<file path="src/rtl/small_comb_logic_dec_sv.sv">
// small_comb_logic_dec_sv: receive-side decoder for the 8-bit small-comb-logic
// encoded word. Recovers the data byte, flags inconsistent (err) and
// ambiguous (amb) words, and keeps saturating err/amb counters. One registered
// valid/ready stage; enc_data never reaches dec_* combinationally.
module small_comb_logic_dec_sv #(
    parameter int unsigned CNT_W   = 8,
    parameter logic [1:0]  AMB_SEL = 2'b10
) (
    input  logic             clk,
    input  logic             resetn,
    input  logic [7:0]       enc_data,
    input  logic             enc_valid,
    output logic             enc_ready,
    output logic [7:0]       dec_data,
    output logic             dec_err,
    output logic             dec_amb,
    output logic             dec_valid,
    input  logic             dec_ready,
    input  logic             cnt_clr,
    output logic [CNT_W-1:0] err_cnt,
    output logic [CNT_W-1:0] amb_cnt
);

    logic [7:0]       dec_data_q, dec_data_d;
    logic             dec_err_q, dec_err_d;
    logic             dec_amb_q, dec_amb_d;
    logic             dec_valid_q;
    logic [CNT_W-1:0] err_cnt_q, amb_cnt_q;
    logic             accept;
    logic [1:0]       d_lo, d_mid, d_sum;
    logic             sum_bad, pair_illegal;

    assign enc_ready = !dec_valid_q || dec_ready;
    assign accept    = enc_valid && enc_ready;

    // Decode the incoming word; the result is only ever consumed by the register stage
    always_comb begin
        d_lo         = {~enc_data[1], enc_data[0]};
        d_mid        = enc_data[3:2] ^ d_lo;
        d_sum        = d_lo + d_mid;
        sum_bad      = (d_sum != enc_data[5:4]);
        pair_illegal = 1'b0;
        dec_amb_d    = 1'b0;
        dec_data_d   = {2'b00, 2'b00, d_mid, d_lo};
        case (enc_data[7:6])
            2'b00: dec_data_d[7:6] = 2'b00;
            2'b11: dec_data_d[7:6] = 2'b11;
            2'b10: begin
                dec_data_d[7:6] = AMB_SEL;
                dec_amb_d       = 1'b1;
            end
            default: pair_illegal = 1'b1;
        endcase
        dec_err_d = sum_bad || pair_illegal;
    end

    // Output stage: load on accept, drop valid once drained, hold data otherwise
    always_ff @(posedge clk) begin
        if (!resetn) begin
            dec_valid_q <= 1'b0;
            dec_data_q  <= '0;
            dec_err_q   <= 1'b0;
            dec_amb_q   <= 1'b0;
        end else if (accept) begin
            dec_valid_q <= 1'b1;
            dec_data_q  <= dec_data_d;
            dec_err_q   <= dec_err_d;
            dec_amb_q   <= dec_amb_d;
        end else if (dec_ready) begin
            dec_valid_q <= 1'b0;
        end
    end

    // Saturating event counters; clear wins over a same-cycle increment
    always_ff @(posedge clk) begin
        if (!resetn || cnt_clr) begin
            err_cnt_q <= '0;
            amb_cnt_q <= '0;
        end else if (accept) begin
            if (dec_err_d && (err_cnt_q != '1)) err_cnt_q <= err_cnt_q + CNT_W'(1);
            if (dec_amb_d && (amb_cnt_q != '1)) amb_cnt_q <= amb_cnt_q + CNT_W'(1);
        end
    end

    assign dec_data  = dec_data_q;
    assign dec_err   = dec_err_q;
    assign dec_amb   = dec_amb_q;
    assign dec_valid = dec_valid_q;
    assign err_cnt   = err_cnt_q;
    assign amb_cnt   = amb_cnt_q;

endmodule
</file>
<file path="config.mk">
export PLATFORM = sky130hd
export DESIGN_NAME = small_comb_logic_dec_sv
export DESIGN_NICKNAME = d
export VERILOG_FILES = /design/src/rtl/small_comb_logic_dec_sv.sv
export SDC_FILE = /design/constraint.sdc
export NUM_CORES = 1
export LEC_CHECK = 0
export CORE_MARGIN = 2
export CORE_UTILIZATION = 41
export DETAILED_ROUTE_END_ITERATION = 8
export PLACE_DENSITY = 0.75
export SETUP_SLACK_MARGIN = 0.3
export SLEW_MARGIN = 20
export SYNTH_ARGS = -nofsm -noshare
export SYNTH_HDL_FRONTEND = slang
export SYNTH_SLANG_ARGS = --single-unit
</file>
<file path="constraint.sdc">
create_clock -name clk -period 1.8 [get_ports clk]
set_clock_uncertainty 0.15 [all_clocks]
set_input_delay 0.36 -clock clk [delete_from_list [all_inputs] [get_ports clk]]
set_output_delay 0.36 -clock clk [all_outputs]
set_load 0.01 [all_outputs]
</file>
Yosys cells after proc, flatten, opt, wreduce, memory -nomap -nowiden --
Index checks and enable logic that the tools add are counted.
Operators by class: reductions and logical operators 13, equality and inequality tests 5, add/subtract/negate cells 3, bitwise gates (word level) 2, multiplexer cells 5
Operators by type and width (number):
- 8-bit by 1-bit adder with 8-bit output, second input constant | 2
- 8-bit != test, second input constant | 2
- 2-bit == test, second input constant | 2
- 1-bit 2-to-1 mux | 4
- 2-bit one-hot mux with 2 select lines | 1
- 2-bit AND reduction | 2
- 1-bit logical AND | 3
- 1-bit logical OR | 3
- 3-bit OR reduction | 1
- 2-bit adder | 1
- 1-bit zero test | 2
- 2-bit zero test | 1
- 2-bit != test | 1
- 2-bit nonzero test | 1
- 2-bit bitwise XOR | 1
- 1-bit inverter | 1
Storage, ports and cells: register bits after elaboration 25, output and inout bits 28, input port bits 13

Depth between registers and ports, before layout --
depth after elaboration 7, gate-level depth with buffers 7, mapped depth without buffers 6

Worst setup path after synthesis --
No wires, ideal clock.
path kind input -> register, start point input port enc_data[2], end point register err_cnt_q[7] (netlist: err_cnt[7]), stages on the path 7, setup slack -0.088 ns, arrival time 1.609 ns, buffers on the path 1, library setup time 0.129 ns, cell sequence inv_1 -> ha_1 -> xnor3_2 -> nor3_2 -> buf_6 -> nor4_1 -> mux2i_1
Between the ends: longest elaborated chain between the ends 6
Ends and longest elaborated chain:
- from (decl) | line 11 | input logic [7:0] enc_data,
- 2-bit bitwise XOR | line 39 | d_mid = enc_data[3:2] ^ d_lo;
- 2-bit adder | line 40 | d_sum = d_lo + d_mid;
- 2-bit != test | line 41 | sum_bad = (d_sum != enc_data[5:4]);
- 1-bit logical OR | line 54 | dec_err_d = sum_bad || pair_illegal;
- 1-bit logical AND | line 80 | if (dec_err_d && (err_cnt_q != '1)) err_cnt_q <= err_cnt_q + CNT_W'(1);
- 2-bit AND reduction (no source line)
- to (signal assigned) | line 80
- to (decl) | line 28 | logic [CNT_W-1:0] err_cnt_q, amb_cnt_q;
Every way passes these cells. A chain may end at the register's enable or synchronous reset.

Worst setup path in the final report --
start point register err_cnt_q[1] (netlist: err_cnt[1]), end point register err_cnt_q[1] (netlist: err_cnt[1])
Between the ends: longest elaborated chain between the ends 3, elaborated cells on any way between the ends 4
Ends and longest elaborated chain:
- parallel branches: the longest is 3 deep, another holds 8-bit by 1-bit adder with 8-bit output
Parallel ways; which one is timed is not known.

==> impl_metrics.py <==
metrics = {
    "yosys": {
        "synth_top_flop_cell": "dfxtp_1",
        "synthArstFlopShare_pct": 0,
        "ys_seq_elements": 25,
        "synth_top_area_share_pct": 38.35,
        "ys_seq_area_share_pct": 38.35,
        "synth_common_cells": "dfxtp_1, nand2_1, a21oi_1, nand3_1",
        "yosysWarningCount": 0,
        "syn_area_per_cell_sq_um": 9.000,
        "ys_types": 42,
        "synth_area_leaders": "dfxtp_1, nand2_1, a21oi_1, nand3_1, a21boi_0",
        "synth_top_area_cell": "dfxtp_1",
        "synthMostInstantiatedCell": "dfxtp_1",
        "netlist_area_sq_um": 1305,
        "synth_cells": 145,
        "synth_edf_count": 0,
    },
    "placement": {
        "portBuffers": 38,
        "dpl_worst_slack_ns": -0.7165,
        "dp_hpwl_microns": 2508,
        "placed_cell_area_sq_um": 1981,
        "gp_congestion": 0.7927,
    },
    "sta": {
        "relSlewSlack_pct": 64.67,
        "worst_slew_pin_slew_ns": 0.5277,
        "setup_viol": 0,
        "finalMaxSlewViolations": 0,
        "timing.hold.ws_ns": 0.1207,
        "hold_viol": 0,
        "fin_crit_ns": 1.733,
        "setup_ws_ns": 0.06663,
        "finalCritPeriodShare_pct": 96.30,
        "rsz0062_at_grt": "true",
        "max_freq_mhz": 576.9,
    },
    "detailed_routing": {
        "drc": 0,
        "drt-vias-per-instance": 5.421,
        "drtPass1Iterations": 4,
        "drt_iter0_drc": 48,
        "ant_nets": 0,
        "wl_per_cell_microns": 16.06,
        "num_vias": 1469,
        "wl_microns": 4353,
    },
    "clocking": {
        "cts.root.buffer_cell": "clkbuf_4",
        "cts.sinks": 25,
        "clockBufferDepth": 2,
        "numCtsBuffers": 3,
        "htreeDepth": 1,
        "cts_tree": "done",
        "clk_pin_slew_worst_paths_ns": 0.14,
        "clock_latency_ns": 0.33,
        "hold_buffers": 0,
    },
    "die": {
        "die_area_sq_um": 3650,
        "die_y_microns": 60.42,
        "io_pins": 41,
        "coreArea_sq_um": 3028,
        "die_w_microns": 60.42,
        "initial_utilization_pct": 43.10,
        "rows": 20,
    },
    "cells_and_area": {
        "areaGrowthSynthToFinish_pct": 82.17,
        "multi_input_area_sq_um": 977.2,
        "diodes": 0,
        "final_nets": 244,
        "seq_area_sq_um": 553.0,
        "drive_above_1_share_pct": 58.59,
        "final_area_sq_um": 2377,
        "nFillCells": 203,
    },
    "setup_path": {
        "critical_path_required_ns": 1.90,
        "path_buf_inv": 2,
        "critical-path-slowest-cell": "o211ai_1",
        "worst-setup-path-type": "flop to flop",
        "crit_chain": "ha_4, nand3_4, o211ai_1, buf_4, buf_6, o211ai_1, o31ai_1",
        "timing.critical_path.mode_cell": "o211ai_1",
        "r2r_setup_slack_ns": 0.07,
        "endpoint_kind": "flop",
        "start_kind": "flop",
        "path_max_fanout": 5,
        "slowest_delay_ns": 0.45,
        "cp_data_arrival_time_ns": 1.83,
        "critical-path-top-delay-family": "compound AO/OA/AOI/OAI gates",
    },
    "power": {
        "ir_worst_vdd_mv": 0.4178,
        "total_power_mw": 1.088,
        "leakagePower_nw": 0.9622,
        "p_per_area_nw_per_um2": 457.6,
    },
    "global_routing": {
        "grt_pass1_wl_microns": 6561,
        "antenna_found_initial": 0,
        "grt_pass1_vias": 1484,
        "grt_use_total_pct": 23.58,
        "grt_max_degree": 15,
        "grt-ovfl-total": 0,
        "met1_usage_pct": 27.81,
        "busiest_layer": "met2",
        "met3_usage_pct": 3.198,
        "grtUsageMet2_pct": 43.32,
    },
    "outcome": {
        "status": "finished clean",
    },
    "worst_hold_path": {
        "hold_path_class": "input pin to flop",
    },
    "run": {
        "max_cap_viol_count": 0,
    },
}
==> flip-flops by register name, summed over array words and instances (netlist names) <==
name       count
dec_err        1
amb_cnt        8
err_cnt        8
dec_data       6
dec_amb        1
dec_valid      1
==> layout by cell type (no fill, tap or decap), drive strengths merged, types with 2 or more instances in the layout <==
cell,synthesis,layout
a21boi,6,6
a21oi,10,10
buf,5,60
clkbuf,6,11
clkdlybuf4s15,0,9
clkdlybuf4s50,0,3
conb,1,2
dfxtp,25,25
dlygate4sd2,0,9
ha,3,3
inv,3,3
mux2i,3,3
nand2,20,20
nand2b,4,4
nand3,10,10
nand4,2,2
nor4,4,4
o211a,3,3
o211ai,2,2
o21ai,4,4
o31ai,5,5
o41ai,3,3
or3,3,3
or4,6,6
==> kinds of logic (layout without fill, tap and decap cells) <==
group / Yosys count / count (layout) / share of synthesized area [%]
AOI/OAI and AO/OA: 37 / 37 / 19.75
xor gates and xnor gates: 3 / 3 / 4.410
adders and majority gates: 3 / 3 / 2.877
buffers and inverters: 14 / 95 / 6.615
DFF: 25 / 25 / 38.35
muxes: 3 / 3 / 2.301
other: 1 / 2 / 0.2874
and+or+nand+nor: 59 / 59 / 25.41
==> power by group <==
part	internal (mW)	total, mW	switching [mW]
logic	0.132	0.255	0.124
clock network	0.0872	0.270	0.182
registers	0.553	0.563	0.00958
==> worst paths after layout <==
kind                                 start                        to  cells after the start
setup / recovery   err_cnt[1]$_SDFFE_PP0P_   err_cnt[1]$_SDFFE_PP0P_                      7
hold reg to reg   dec_data[7]$_SDFFE_PN0P_  dec_data[7]$_SDFFE_PN0P_                      2
hold / removal                 enc_data[0]  dec_data[0]$_SDFFE_PN0P_                      3
setup reg to reg   err_cnt[1]$_SDFFE_PP0P_   err_cnt[1]$_SDFFE_PP0P_                      7
==> stage by stage <==
stage,setup TNS (ns),std cells,util [%]
final,0,271,78.51
after global routing,-0.06130,271,78.51
after CTS,0,266,73.60
after detailed placement,-7.759,238,65.41
after global placement,-6.653,238,65.41
after floorplan,0,146,-
==> tightest hold or removal path: stages <==
cell	delay (ns)
buf_6	0.10
nand2_1	0.05
a21boi_0	0.06
==> layer usage <==
metal | vias to the layer above | share of wire (%)
met3 | 12 | 3.8
met2 | 43 | 55
met4 | 0 | 2.3
li1 | 696 | -
met1 | 718 | 39
met5 | - | 0
==> area by class of cell <==
type / count / area share, %
clock buffer: 4 / 1.105
tap: 44 / 2.316
inverter: 3 / 1.000
multi-input combinational: 107 / 41.11
timing repair buffer: 88 / 31.21
sequential: 25 / 23.26
==> repair_timing <==
action,4_1_cts,5_1_grt
resized for setup,112,52
setup endpoints to repair,42,41
endpoints found under the hold margin,0,0
cloned,0,0
pin swaps,20,17
setup buffers,24,5
Power figures use the tool's default switching activity.
